### src/rtl/herzel_pkg.sv
`default_nettype none
// ============================================================================
// Module  : herzel_pkg
// Purpose : Types and constants shared by the Herzel bank, the bin collector
//           and the register/readout block.
//   - herzel_state_e : bin collector FSM state encoding
//   - HERZEL_NF_DEF  : default number of frequency bins
//   - HERZEL_DW_DEF  : default signed bin data width
//   - herzel_bins_t  : packed bin array at the default sizes
// Revision: 1.0 - initial release
// ============================================================================
package herzel_pkg;

  localparam int HERZEL_NF_DEF = 11;
  localparam int HERZEL_DW_DEF = 32;

  typedef enum logic [1:0] {
    ST_IDLE   = 2'd0,
    ST_FILL   = 2'd1,
    ST_SCAN   = 2'd2,
    ST_STREAM = 2'd3
  } herzel_state_e;

  typedef logic signed [HERZEL_NF_DEF-1:0][HERZEL_DW_DEF-1:0] herzel_bins_t;

endpackage
`default_nettype wire

### src/rtl/herzel_abs_cmp.sv
`default_nettype none
// ============================================================================
// Module  : herzel_abs_cmp
// Purpose : Combinational magnitude of a signed bin value plus a strict
//           greater-than against the running peak magnitude.
// Ports   :
//   x_i    in  DW  signed bin value
//   peak_i in  DW  unsigned running peak magnitude
//   mag_o  out DW  unsigned |x_i|
//   gt_o   out 1   |x_i| > peak_i (strict)
// Revision: 1.0 - initial release
// ============================================================================
module herzel_abs_cmp
  import herzel_pkg::*;
#(
  parameter int DW = HERZEL_DW_DEF
) (
  input  logic signed [DW-1:0] x_i,
  input  logic        [DW-1:0] peak_i,
  output logic        [DW-1:0] mag_o,
  output logic                 gt_o
);

  // One extra bit so that negating the most negative value cannot overflow;
  // its magnitude 2^(DW-1) still fits the unsigned DW-bit output.
  logic signed [DW:0] x_ext;
  logic        [DW:0] mag_ext;

  always_comb begin
    x_ext   = {x_i[DW-1], x_i};
    mag_ext = x_ext[DW] ? $unsigned(-x_ext) : $unsigned(x_ext);
    mag_o   = mag_ext[DW-1:0];
    gt_o    = (mag_ext > {1'b0, peak_i});
  end

endmodule
`default_nettype wire

### src/rtl/herzel_bin_collector.sv
`default_nettype none
// ============================================================================
// Module  : herzel_bin_collector
// Purpose : Captures NF per-bin Herzel results into a frame buffer, optionally
//           finds the peak-magnitude bin, then streams the bins out one per
//           beat over valid/ready.
// Config  : HERZEL_PEAK_SEARCH_EN - when defined, adds the SCAN state, the
//           magnitude comparator and the peak registers. Otherwise the peak
//           outputs are tied to zero and FILL goes straight to STREAM.
// Ports   :
//   clk, rst            clock, asynchronous active-high reset
//   clr_i               synchronous abort (back to IDLE, clears flags/overrun)
//   valid_i [NF]        per-bin result-valid pulses
//   data_i  [NF][DW]    per-bin signed results
//   m_valid_o/m_ready_i output beat handshake
//   m_data_o, m_idx_o   bin value and index of the current beat
//   m_last_o            high on the beat with index NF-1
//   busy_o              high outside IDLE
//   frame_done_o        one-cycle pulse after the last beat is accepted
//   overrun_o           sticky: a bin arrived while the buffer was locked
//   peak_idx_o/mag_o    index and |value| of the largest bin
// Revision: 1.0 - initial release
// ============================================================================
module herzel_bin_collector
  import herzel_pkg::*;
#(
  parameter  int NF = HERZEL_NF_DEF,
  parameter  int DW = HERZEL_DW_DEF,
  localparam int IW = $clog2(NF)
) (
  input  logic                        clk,
  input  logic                        rst,
  input  logic                        clr_i,
  input  logic [NF-1:0]               valid_i,
  input  logic signed [NF-1:0][DW-1:0] data_i,
  output logic                        m_valid_o,
  input  logic                        m_ready_i,
  output logic [DW-1:0]               m_data_o,
  output logic [IW-1:0]               m_idx_o,
  output logic                        m_last_o,
  output logic                        busy_o,
  output logic                        frame_done_o,
  output logic                        overrun_o,
  output logic [IW-1:0]               peak_idx_o,
  output logic [DW-1:0]               peak_mag_o
);

  localparam logic [IW-1:0] LAST_IDX = IW'(NF - 1);

  herzel_state_e         state_q, state_d;
  logic [NF-1:0]         got_q, got_d;
  logic [NF-1:0][DW-1:0] buf_q, buf_d;
  logic                  m_valid_q, m_valid_d;
  logic [DW-1:0]         m_data_q, m_data_d;
  logic [IW-1:0]         m_idx_q, m_idx_d;
  logic                  m_last_q, m_last_d;
  logic                  frame_done_q, frame_done_d;
  logic                  overrun_q, overrun_d;

`ifdef HERZEL_PEAK_SEARCH_EN
  logic [IW-1:0] scan_idx_q, scan_idx_d;
  logic [DW-1:0] run_mag_q, run_mag_d;
  logic [IW-1:0] run_idx_q, run_idx_d;
  logic [IW-1:0] peak_idx_q, peak_idx_d;
  logic [DW-1:0] peak_mag_q, peak_mag_d;
  logic [DW-1:0] cmp_mag;
  logic          cmp_gt;
  logic          take;

  herzel_abs_cmp #(
    .DW (DW)
  ) u_abs_cmp (
    .x_i    (buf_q[scan_idx_q]),
    .peak_i (run_mag_q),
    .mag_o  (cmp_mag),
    .gt_o   (cmp_gt)
  );
`endif

  always_comb begin
    state_d      = state_q;
    got_d        = got_q;
    buf_d        = buf_q;
    m_valid_d    = m_valid_q;
    m_data_d     = m_data_q;
    m_idx_d      = m_idx_q;
    m_last_d     = m_last_q;
    frame_done_d = 1'b0;
    overrun_d    = overrun_q;
`ifdef HERZEL_PEAK_SEARCH_EN
    scan_idx_d   = scan_idx_q;
    run_mag_d    = run_mag_q;
    run_idx_d    = run_idx_q;
    peak_idx_d   = peak_idx_q;
    peak_mag_d   = peak_mag_q;
    // Bin 0 seeds the running peak; afterwards only a strictly larger
    // magnitude replaces it, so ties keep the lowest index.
    take         = (scan_idx_q == '0) || cmp_gt;
`endif

    if (clr_i) begin
      // Abort wins over any same-cycle valid_i; peak results are kept.
      state_d   = ST_IDLE;
      got_d     = '0;
      m_valid_d = 1'b0;
      m_data_d  = '0;
      m_idx_d   = '0;
      m_last_d  = 1'b0;
      overrun_d = 1'b0;
    end else begin
      case (state_q)
        ST_IDLE, ST_FILL: begin
          for (int k = 0; k < NF; k++) begin
            if (valid_i[k]) begin
              buf_d[k] = data_i[k];
              got_d[k] = 1'b1;
            end
          end
          if (&got_d) begin
`ifdef HERZEL_PEAK_SEARCH_EN
            state_d    = ST_SCAN;
            scan_idx_d = '0;
`else
            // buf_d forwards a bin 0 written on this very edge.
            state_d   = ST_STREAM;
            m_valid_d = 1'b1;
            m_idx_d   = '0;
            m_data_d  = buf_d[0];
            m_last_d  = 1'b0;
`endif
          end else if (|got_d) begin
            state_d = ST_FILL;
          end
        end

`ifdef HERZEL_PEAK_SEARCH_EN
        ST_SCAN: begin
          if (|valid_i) begin
            overrun_d = 1'b1;
          end
          run_mag_d = take ? cmp_mag    : run_mag_q;
          run_idx_d = take ? scan_idx_q : run_idx_q;
          if (scan_idx_q == LAST_IDX) begin
            peak_mag_d = run_mag_d;
            peak_idx_d = run_idx_d;
            state_d    = ST_STREAM;
            m_valid_d  = 1'b1;
            m_idx_d    = '0;
            m_data_d   = buf_q[0];
            m_last_d   = 1'b0;
          end else begin
            scan_idx_d = scan_idx_q + IW'(1);
          end
        end
`endif

        ST_STREAM: begin
          if (|valid_i) begin
            overrun_d = 1'b1;
          end
          if (m_ready_i) begin
            if (m_last_q) begin
              state_d      = ST_IDLE;
              got_d        = '0;
              m_valid_d    = 1'b0;
              m_data_d     = '0;
              m_idx_d      = '0;
              m_last_d     = 1'b0;
              frame_done_d = 1'b1;
            end else begin
              m_idx_d  = m_idx_q + IW'(1);
              m_data_d = buf_q[m_idx_d];
              m_last_d = (m_idx_d == LAST_IDX);
            end
          end
        end

        default: begin
          state_d = ST_IDLE;
        end
      endcase
    end
  end

  always_ff @(posedge clk or posedge rst) begin
    if (rst) begin
      state_q      <= ST_IDLE;
      got_q        <= '0;
      m_valid_q    <= 1'b0;
      m_data_q     <= '0;
      m_idx_q      <= '0;
      m_last_q     <= 1'b0;
      frame_done_q <= 1'b0;
      overrun_q    <= 1'b0;
`ifdef HERZEL_PEAK_SEARCH_EN
      scan_idx_q   <= '0;
      run_mag_q    <= '0;
      run_idx_q    <= '0;
      peak_idx_q   <= '0;
      peak_mag_q   <= '0;
`endif
    end else begin
      state_q      <= state_d;
      got_q        <= got_d;
      m_valid_q    <= m_valid_d;
      m_data_q     <= m_data_d;
      m_idx_q      <= m_idx_d;
      m_last_q     <= m_last_d;
      frame_done_q <= frame_done_d;
      overrun_q    <= overrun_d;
`ifdef HERZEL_PEAK_SEARCH_EN
      scan_idx_q   <= scan_idx_d;
      run_mag_q    <= run_mag_d;
      run_idx_q    <= run_idx_d;
      peak_idx_q   <= peak_idx_d;
      peak_mag_q   <= peak_mag_d;
`endif
    end
  end

  // Buffer contents are qualified by got_q, so they need no reset.
  always_ff @(posedge clk) begin
    buf_q <= buf_d;
  end

  assign m_valid_o    = m_valid_q;
  assign m_data_o     = m_data_q;
  assign m_idx_o      = m_idx_q;
  assign m_last_o     = m_last_q;
  assign busy_o       = (state_q != ST_IDLE);
  assign frame_done_o = frame_done_q;
  assign overrun_o    = overrun_q;
`ifdef HERZEL_PEAK_SEARCH_EN
  assign peak_idx_o   = peak_idx_q;
  assign peak_mag_o   = peak_mag_q;
`else
  assign peak_idx_o   = '0;
  assign peak_mag_o   = '0;
`endif

endmodule
`default_nettype wire

### config.mk
export PLATFORM = sky130hd
export DESIGN_NAME = herzel_bin_collector
export DESIGN_NICKNAME = d
export VERILOG_FILES = /design/src/rtl/herzel_pkg.sv /design/src/rtl/herzel_abs_cmp.sv /design/src/rtl/herzel_bin_collector.sv
export SDC_FILE = /design/constraint.sdc
export NUM_CORES = 1
export LEC_CHECK = 0
export ABC_AREA = 0
export CORE_MARGIN = 2
export CORE_UTILIZATION = 46
export CTS_BUF_LIST = sky130_fd_sc_hd__clkbuf_4
export DETAILED_ROUTE_END_ITERATION = 6
export PLACE_DENSITY = 0.85
export SLEW_MARGIN = 20
export SYNTH_ARGS = -nofsm -noshare
export SYNTH_HDL_FRONTEND = slang
export SYNTH_SLANG_ARGS = --single-unit
export TNS_END_PERCENT = 20
### constraint.sdc
create_clock -name clk -period 2.9 [get_ports clk]
set_input_delay 0.58 -clock clk [delete_from_list [all_inputs] [get_ports clk]]
set_output_delay 0.58 -clock clk [all_outputs]
set_load 0.1 [all_outputs]
==> summary.md, run 1 <==
| Metric | Value |
|---|---|
| Status | finished, final reports clean |
| Category of the worst setup path launch point | register |
| Async S/R FF share, synth | 13.1% |
| Final Net Count | 1,885 |
| Largest area contributor in the synthesized netlist | sky130_fd_sc_hd__edfxtp_1 |
| Post-CTS setup buffer count | 0 |
| Slowest cell on crit path | sky130_fd_sc_hd__dfrtp_2 |
| Synth-to-layout area growth | 33.3% |
| Max rail drop VDD | 0.000381 V |
| Final worst clock skew | 0.0217 ns |
| Most used standard cells in the synthesized netlist | sky130_fd_sc_hd__edfxtp_1, sky130_fd_sc_hd__mux2i_1, sky130_fd_sc_hd__a22oi_1 |
| Die area | 0.0388 mm^2 |
| Count of cell types in the netlist | 53 |
| Number of nets still failing antenna checks after routing | 0 |
| Final weighted congestion in routability-driven placement | 0.852 |
| Required @ worst endpoint | 2.32 ns |
| Top cells by area, synth | sky130_fd_sc_hd__edfxtp_1, sky130_fd_sc_hd__dfrtp_1, sky130_fd_sc_hd__mux2i_1 |
| Cell breakdown of the critical path | buf_4, buf_4 |
| Max-slew violation total from the final report | 0 |
| Count of hold-fix buffers inserted at cts | 0 |
| Met1 track demand over resource | 28.6% |
| CP Max Fanout | 35 |
| Placed Area | 0.0215 mm^2 |
| # resized after CTS | 0 |
| Half-perimeter wire length after detailed placement | 37.0 mm |
| Total overflow reported by the global router | 0 |
| Number of standard cells after synthesis | 1,038 |
| Violation count after the first detailed-routing iteration | 543 |
| Number of input and output port buffers inserted | 407 |
| Cell with the most instances after synthesis | sky130_fd_sc_hd__edfxtp_1 |
| Sequential Area | 0.0119 mm^2 |
| Wire length of the first global-routing pass | 73.6 mm |
| Number of global-route vias before repair | 12,176 |
| Period Utilization, post-route | 92.7% |
| Type of the worst setup path | reg2out |
| Number of buffers added by the clock tree synthesis step | 105 |
| EDFF count, synth | 352 |
| Number of synthesized register bits | 405 |
| Clock tree from TritonCTS | built |
| Overall Power | 12.9 mW |
| Cell area after synthesis | 0.0171 mm^2 |
| Clk sink count | 405 |
| Cell area power density | 564 mW/mm^2 |
| RSZ-0062 raised after global routing | no |
| Insertion delay to the later sink of the worst-skew pair | 0.77 ns |
| Kind of end point of the critical path | output port |
| Dpl cells | 1,877 |
| Arrival @ worst endpoint | 2.11 ns |
| Top cell type's share of synthesized area | 61.7% |
| Placeable core region | 0.0366 mm^2 |
| Antenna violations before repair | 7 |
| Highest clock frequency the design can meet | 372 MHz |
| Overall Global Routing Usage | 26.3% |
| # setup viols final | 0 |
| Hold violation total from the final report | 0 |
| Die Width | 197 um |
| Met2 track demand over resource | 46.3% |
| Leakage component of the power | 9.03 nW |
| Number of cells in the finished layout apart from fillers | 2,077 |
| Finished Core Util | 62.4% |
| Total negative slack for setup checks | 0 ns |
| Routed WL per cell | 24.6 um |
| Total number of yosys warnings | 0 |
| Htree depth | 3 |
| Final Cell Area | 0.0228 mm^2 |
| Clock-pin slew on the worst setup and hold paths | 0.07 ns |
| Clock Root Buffer | sky130_fd_sc_hd__clkbuf_4 |
| Bufs on Longest Clock Path | 3 |
| Total Wirelength | 51.2 mm |
| Cell occurring most often along the worst timing path | sky130_fd_sc_hd__buf_4 |
| Per-cell via count in the routed design | 5.42 |
| Relative slew slack | 29.6% |
| Area used by multi-input combinational logic | 0.00470 mm^2 |
| Post-layout min period | 2.69 ns |
| Proportion of synthesized chip area in sequential cells | 69.5% |
| Initial DRT Pass Iterations | 5 |
| Maximum Capacitance Violations | 0 |
| Post-synthesis area per instance | 16.5 um^2 |
| Io pins | 444 |
| Busiest layer in global routing | met2 |
| Ratio of cells with drive above 1 in the final layout | 23.6% |
| Class of the most critical hold timing path | in2async |
| Transition time at the pin with the least slew margin | 1.06 ns |
| Pin count of the biggest net entering global routing | 43 |
| Filler Cells Inserted | 2,637 |
| Predominant post-synthesis flop cell | sky130_fd_sc_hd__edfxtp_1 |
| Vias after detailed routing | 11,262 |
| Row count | 70 |
| Biggest cell delay along the critical path | 0.52 ns |
| Height of the die | 197 um |
| Residual DRC count | 0 |
| Initial Utilization | 46.8% |
| Global Route met3 Usage | 8.35% |
layer usage:
layer	vias to the layer above	wire [um]
met5	-	26
met4	4	2070
met3	104	4250
met2	552	26700
met1	5523	18200
li1	5079	-
final timing paths:
kind / startpoint / endpoint / slack, ns / cells after the start
setup / recovery: m_idx_o[0] / m_idx_o[0] / 0.21 / 2
setup reg to reg: m_idx_o[0] / m_data_o[17] / 0.38 / 6
hold / removal: rst / m_data_o[8] / 0.16 / 2
min in group clk: clr_i / m_data_o[3] / 0.26 / 2
max in group asynchronous: rst / m_idx_o[0] / 2.18 / 3
hold reg to reg: got_q[6] / got_q[6] / 0.53 / 2
cell type report:
type	instances	area share [%]
inverters	4	0.0657
flip-flops and latches	405	52.1
multi-input cells	558	20.6
well taps	468	2.56
clock inverters	48	0.948
repair buffers	442	18.8
diodes	4	0.0438
clock buffers	148	4.87
flip-flops by register name, summed over array words and instances, names as in the netlist:
signal	flops
buf_q	352
overrun_o	1
m_data_o	32
m_idx_o	4
m_valid_o	1
got_q	11
m_last_o	1
state_q	2
frame_done_o	1
worst max-delay path: cells and delay by family, from the launching register on:
family,cells,cell delay (ns)
buffers and inverters,2,0.81
flip-flops,1,0.52
metrics by stage:
stage	setup slack [ns]	hold WS, ns
global route	0.0460	0.129
global placement	0.278	0.514
CTS	0.100	0.0685
finish	0.211	0.156
detailed placement	0.207	0.511
floorplan	0.0423	0.485
cells by family (layout without fill, tap and decap cells):
| logic type | count (synthesis) | count (layout) | share of synthesized area [%] |
|---|---|---|---|
| AO/OA/AOI/OAI | 194 | 194 | 10.5 |
| XOR/XNOR | 3 | 3 | 0.153 |
| adder cells (fa/ha/maj) | 2 | 2 | 0.146 |
| buffers and inverters | 110 | 642 | 4.24 |
| flip-flops | 405 | 405 | 69.5 |
| multiplexers | 192 | 192 | 11.7 |
| other | 1 | 40 | 0.0219 |
| AND/OR/NAND/NOR | 131 | 131 | 3.81 |
layout by cell type, fill, tap and decap left out, types with 2 or more instances in the layout:
| master | synthesis | final |
|---|---|---|
| sky130_fd_sc_hd__clkdlybuf4s50_1 | 0 | 364 |
| sky130_fd_sc_hd__edfxtp_1 | 352 | 352 |
| sky130_fd_sc_hd__clkbuf_4 | 0 | 148 |
| sky130_fd_sc_hd__mux2i_1 | 128 | 128 |
| sky130_fd_sc_hd__a22oi_1 | 70 | 70 |
| sky130_fd_sc_hd__buf_4 | 39 | 70 |
| sky130_fd_sc_hd__mux2_2 | 64 | 64 |
| sky130_fd_sc_hd__dfrtp_1 | 53 | 52 |
| sky130_fd_sc_hd__nor2_1 | 54 | 50 |
| sky130_fd_sc_hd__clkinv_1 | 0 | 38 |
| sky130_fd_sc_hd__nand3_1 | 36 | 36 |
| sky130_fd_sc_hd__conb_1 | 1 | 36 |
| sky130_fd_sc_hd__a22o_1 | 31 | 31 |
| sky130_fd_sc_hd__a311oi_2 | 28 | 28 |
| sky130_fd_sc_hd__a22oi_2 | 25 | 25 |
| sky130_fd_sc_hd__a21oi_1 | 22 | 22 |
| sky130_fd_sc_hd__and2_2 | 1 | 9 |
| sky130_fd_sc_hd__clkinv_2 | 0 | 8 |
| sky130_fd_sc_hd__nand2_1 | 7 | 7 |
| sky130_fd_sc_hd__buf_12 | 3 | 6 |
| sky130_fd_sc_hd__o22ai_1 | 5 | 5 |
| sky130_fd_sc_hd__nor4_1 | 5 | 5 |
| sky130_fd_sc_hd__diode_2 | 0 | 4 |
| sky130_fd_sc_hd__nor2_4 | 0 | 4 |
| sky130_fd_sc_hd__and2_1 | 12 | 4 |
| sky130_fd_sc_hd__inv_1 | 4 | 3 |
| sky130_fd_sc_hd__a311oi_1 | 3 | 3 |
| sky130_fd_sc_hd__nor3_1 | 3 | 3 |
| sky130_fd_sc_hd__xnor2_1 | 2 | 2 |
| sky130_fd_sc_hd__o21bai_1 | 2 | 2 |
| sky130_fd_sc_hd__a31oi_1 | 2 | 2 |
| sky130_fd_sc_hd__inv_2 | 0 | 2 |
| sky130_fd_sc_hd__or3_1 | 2 | 2 |
| sky130_fd_sc_hd__buf_2 | 19 | 2 |
where the power goes:
group / internal (mW) / total [mW] / switching, mW / leakage, nW
Combinational: 0.604 / 1.30 / 0.694 / 4.20
Sequential: 6.64 / 6.73 / 0.0887 / 4.03
Clock: 2.46 / 4.85 / 2.40 / 0.790
Total: 9.70 / 12.9 / 3.18 / 9.03
Power figures use the tool's default switching activity.
==> run 2: changes to the inputs <==
--- a/config.mk
+++ b/config.mk
@@ -6,6 +6,7 @@
 export NUM_CORES = 1
 export LEC_CHECK = 0
 export ABC_AREA = 0
+export ABC_CLOCK_PERIOD_IN_PS = 2900
 export CORE_MARGIN = 2
 export CORE_UTILIZATION = 46
 export CTS_BUF_LIST = sky130_fd_sc_hd__clkbuf_4
==> results of run 2 <==
No change in the layout: final DEF, timing and power equal those of run 1.
==> run 3: changes to the inputs <==
--- a/config.mk
+++ b/config.mk
@@ -7,11 +7,10 @@
 export LEC_CHECK = 0
 export ABC_AREA = 0
 export ABC_CLOCK_PERIOD_IN_PS = 2900
-export CORE_MARGIN = 2
 export CORE_UTILIZATION = 46
 export CTS_BUF_LIST = sky130_fd_sc_hd__clkbuf_4
 export DETAILED_ROUTE_END_ITERATION = 6
-export PLACE_DENSITY = 0.85
+export PLACE_DENSITY = 0.91
 export SLEW_MARGIN = 20
 export SYNTH_ARGS = -nofsm -noshare
 export SYNTH_HDL_FRONTEND = slang
==> run 3 against run 2 <==
Compared with the run above: sequential share of layout area shrank 0.20 points; worst setup slack gained 0.060 ns; critical path type is now reg2reg; fmax grew 2.3%; highest routed layer is now met4; largest power group unchanged; core utilization grew 0.24 points; wire length grew 0.91%; register-to-register slack lost 0.11 ns.
==> summary.md, run 3 (synthesis gave the netlist of run 1 again) <==
| Metric | Value |
|---|---|
| Status | finished, final reports clean |
| Number of buffers added by the clock tree synthesis step | 102 |
| Sw frac | 24.4% |
| Placeable core region | 0.0366 mm^2 |
| Post-layout min period | 2.63 ns |
| Violation count after the first detailed-routing iteration | 662 |
| Final Net Count | 1,884 |
| Class of the most critical hold timing path | in2async |
| Type of the worst setup path | reg2reg |
| Antenna violations before repair | 5 |
| Share of total power in sequential cells | 52.2% |
| Vias after detailed routing | 11,432 |
| Synth-to-layout area growth | 33.8% |
| Clock-pin slew on the worst setup and hold paths | 0.06 ns |
| Max-slew violation total from the final report | 0 |
| Overall Power | 12.9 mW |
| Bufs on Longest Clock Path | 3 |
| Htree depth | 3 |
| Transition time at the pin with the least slew margin | 1.04 ns |
| Count of hold-fix buffers inserted at cts | 0 |
| Finished Core Util | 62.6% |
| Part of the total power dissipated in combinational logic | 10.1% |
| Category of the worst setup path launch point | register |
| Clock tree from TritonCTS | built |
| Ratio of cells with drive above 1 in the final layout | 24.3% |
| Required @ worst endpoint | 3.50 ns |
| Residual DRC count | 0 |
| Highest clock frequency the design can meet | 380 MHz |
| Power dissipated by switching net loads | 3.15 mW |
| Start point of the critical path | m_idx_o[1] |
| Cell breakdown of the critical path | ha_1, buf_4, xnor2_1, nor2_4, a22oi_1, nand3_1, a311oi_2 |
| Total negative slack for setup checks | 0 ns |
| Final weighted congestion in routability-driven placement | 0.917 |
| Max rail drop VDD | 0.000470 V |
| Per-cell via count in the routed design | 5.52 |
| Wire length of the first global-routing pass | 74.9 mm |
| Total Wirelength | 51.6 mm |
| Period Utilization, post-route | 90.7% |
| Biggest cell delay along the critical path | 0.77 ns |
| Row count | 70 |
| Number of global-route vias before repair | 12,164 |
| Hold Worst Slack | 0.255 ns |
| Number of input and output port buffers inserted | 407 |
| Final worst clock skew | 0.0553 ns |
| Placed Area | 0.0216 mm^2 |
| Slowest cell on crit path | sky130_fd_sc_hd__nor2_4 |
| Post-CTS setup buffer count | 0 |
| CP Max Fanout | 32 |
| Routed WL per cell | 24.9 um |
| Die area | 0.0380 mm^2 |
| Initial DRT Pass Iterations | 5 |
| Number of nets still failing antenna checks after routing | 0 |
| Insertion delay to the later sink of the worst-skew pair | 0.79 ns |
| Commonest cells after routing, fill and taps aside | sky130_fd_sc_hd__clkdlybuf4s50_1, sky130_fd_sc_hd__edfxtp_1, sky130_fd_sc_hd__clkbuf_4 |
| Hold violation total from the final report | 0 |
| Worst-case reg-to-reg path depth | 7 |
| Relative slew slack | 30.7% |
| Io pins | 444 |
| Clock Root Buffer | sky130_fd_sc_hd__clkbuf_4 |
| Maximum Capacitance Violations | 0 |
| Internal | 9.73 mW |
| Total overflow reported by the global router | 0 |
| # setup viols final | 0 |
| # resized after CTS | 0 |
| Height of the die | 195 um |
| Die Width | 195 um |
| Half-perimeter wire length after detailed placement | 36.3 mm |
| Arrival @ worst endpoint | 3.23 ns |
| Pin count of the biggest net entering global routing | 65 |
| Clk sink count | 405 |
| Portion of total power attributed to the clock network | 37.6% |
| Overall Global Routing Usage | 27.1% |
| Startpoint of the worst-slack reg-to-reg timing path | m_idx_o[1] |
| Leakage component of the power | 9.06 nW |
| RSZ-0062 raised after global routing | no |
| Most common library cell in the layout ignoring fill and taps | sky130_fd_sc_hd__clkdlybuf4s50_1 |
| Max FFs per register | 352 |
| Final Cell Area | 0.0229 mm^2 |
| Kind of end point of the critical path | register |
| Largest register by flop count | buf_q |
| Initial Utilization | 46.8% |
| Cell area power density | 562 mW/mm^2 |
run 3: cell count changes in the layout (fill, tap and decap cells not counted), sizes merged:
cell / delta
clkinvlp: +3
clkbuf: +3
buf: +2
clkinv: -15
diode: +2
run 3: worst paths after layout:
path,to,slack (ns)
max,m_data_o[21],0.27
min,got_q[2],0.26
max reg2reg,m_data_o[21],0.27
min reg2reg,m_valid_o,0.51
max in group asynchronous,m_data_o[21],2.01
min in group clk,m_data_o[3],0.31
run 3: layout make-up:
| cell class | instances | area (um^2) |
|---|---|---|
| diodes | 6 | 15.0 |
| clock buffers | 151 | 1130 |
| clock inverters | 36 | 181 |
| fillers | 2617 | 13700 |
| inverters | 4 | 15.0 |
| multi-input cells | 558 | 4710 |
| flip-flops and latches | 405 | 11900 |
| well taps | 468 | 586 |
| repair buffers | 444 | 4390 |
run 3: layer usage:
layer	GRT usage (%)	wire, um
met1	29.7	18400
met2	48.2	27200
met3	6.75	3680
met4	14.6	2410
met5	0	0
run 3: power by group through the flow:
stage / Combinational [mW] / Clock [mW] / Sequential [mW]
finish: 1.31 / 4.85 / 6.73
global placement: 1.28 / 0 / 6.83
detailed placement: 1.31 / 0 / 6.85
floorplan: 0.587 / 0 / 6.88
CTS: 1.31 / 4.97 / 6.73
global route: 1.37 / 5.25 / 6.75
run 3: metrics by stage:
step	setup WS [ns]	instances
global placement	0.255	1879
detailed placement	0.131	1879
finish	0.270	2072
global route	0.156	2071
CTS	0.236	2066
floorplan	0.0423	1073
run 3: worst max-delay path: cells and delay by family, from the launching register on:
family / cells / cell delay (ns)
simple gates: 2 / 0.97
flops: 1 / 0.45
compound gates: 2 / 0.41
fa+ha+maj: 1 / 0.25
buf+inv: 1 / 0.16
xor+xnor: 1 / 0.16
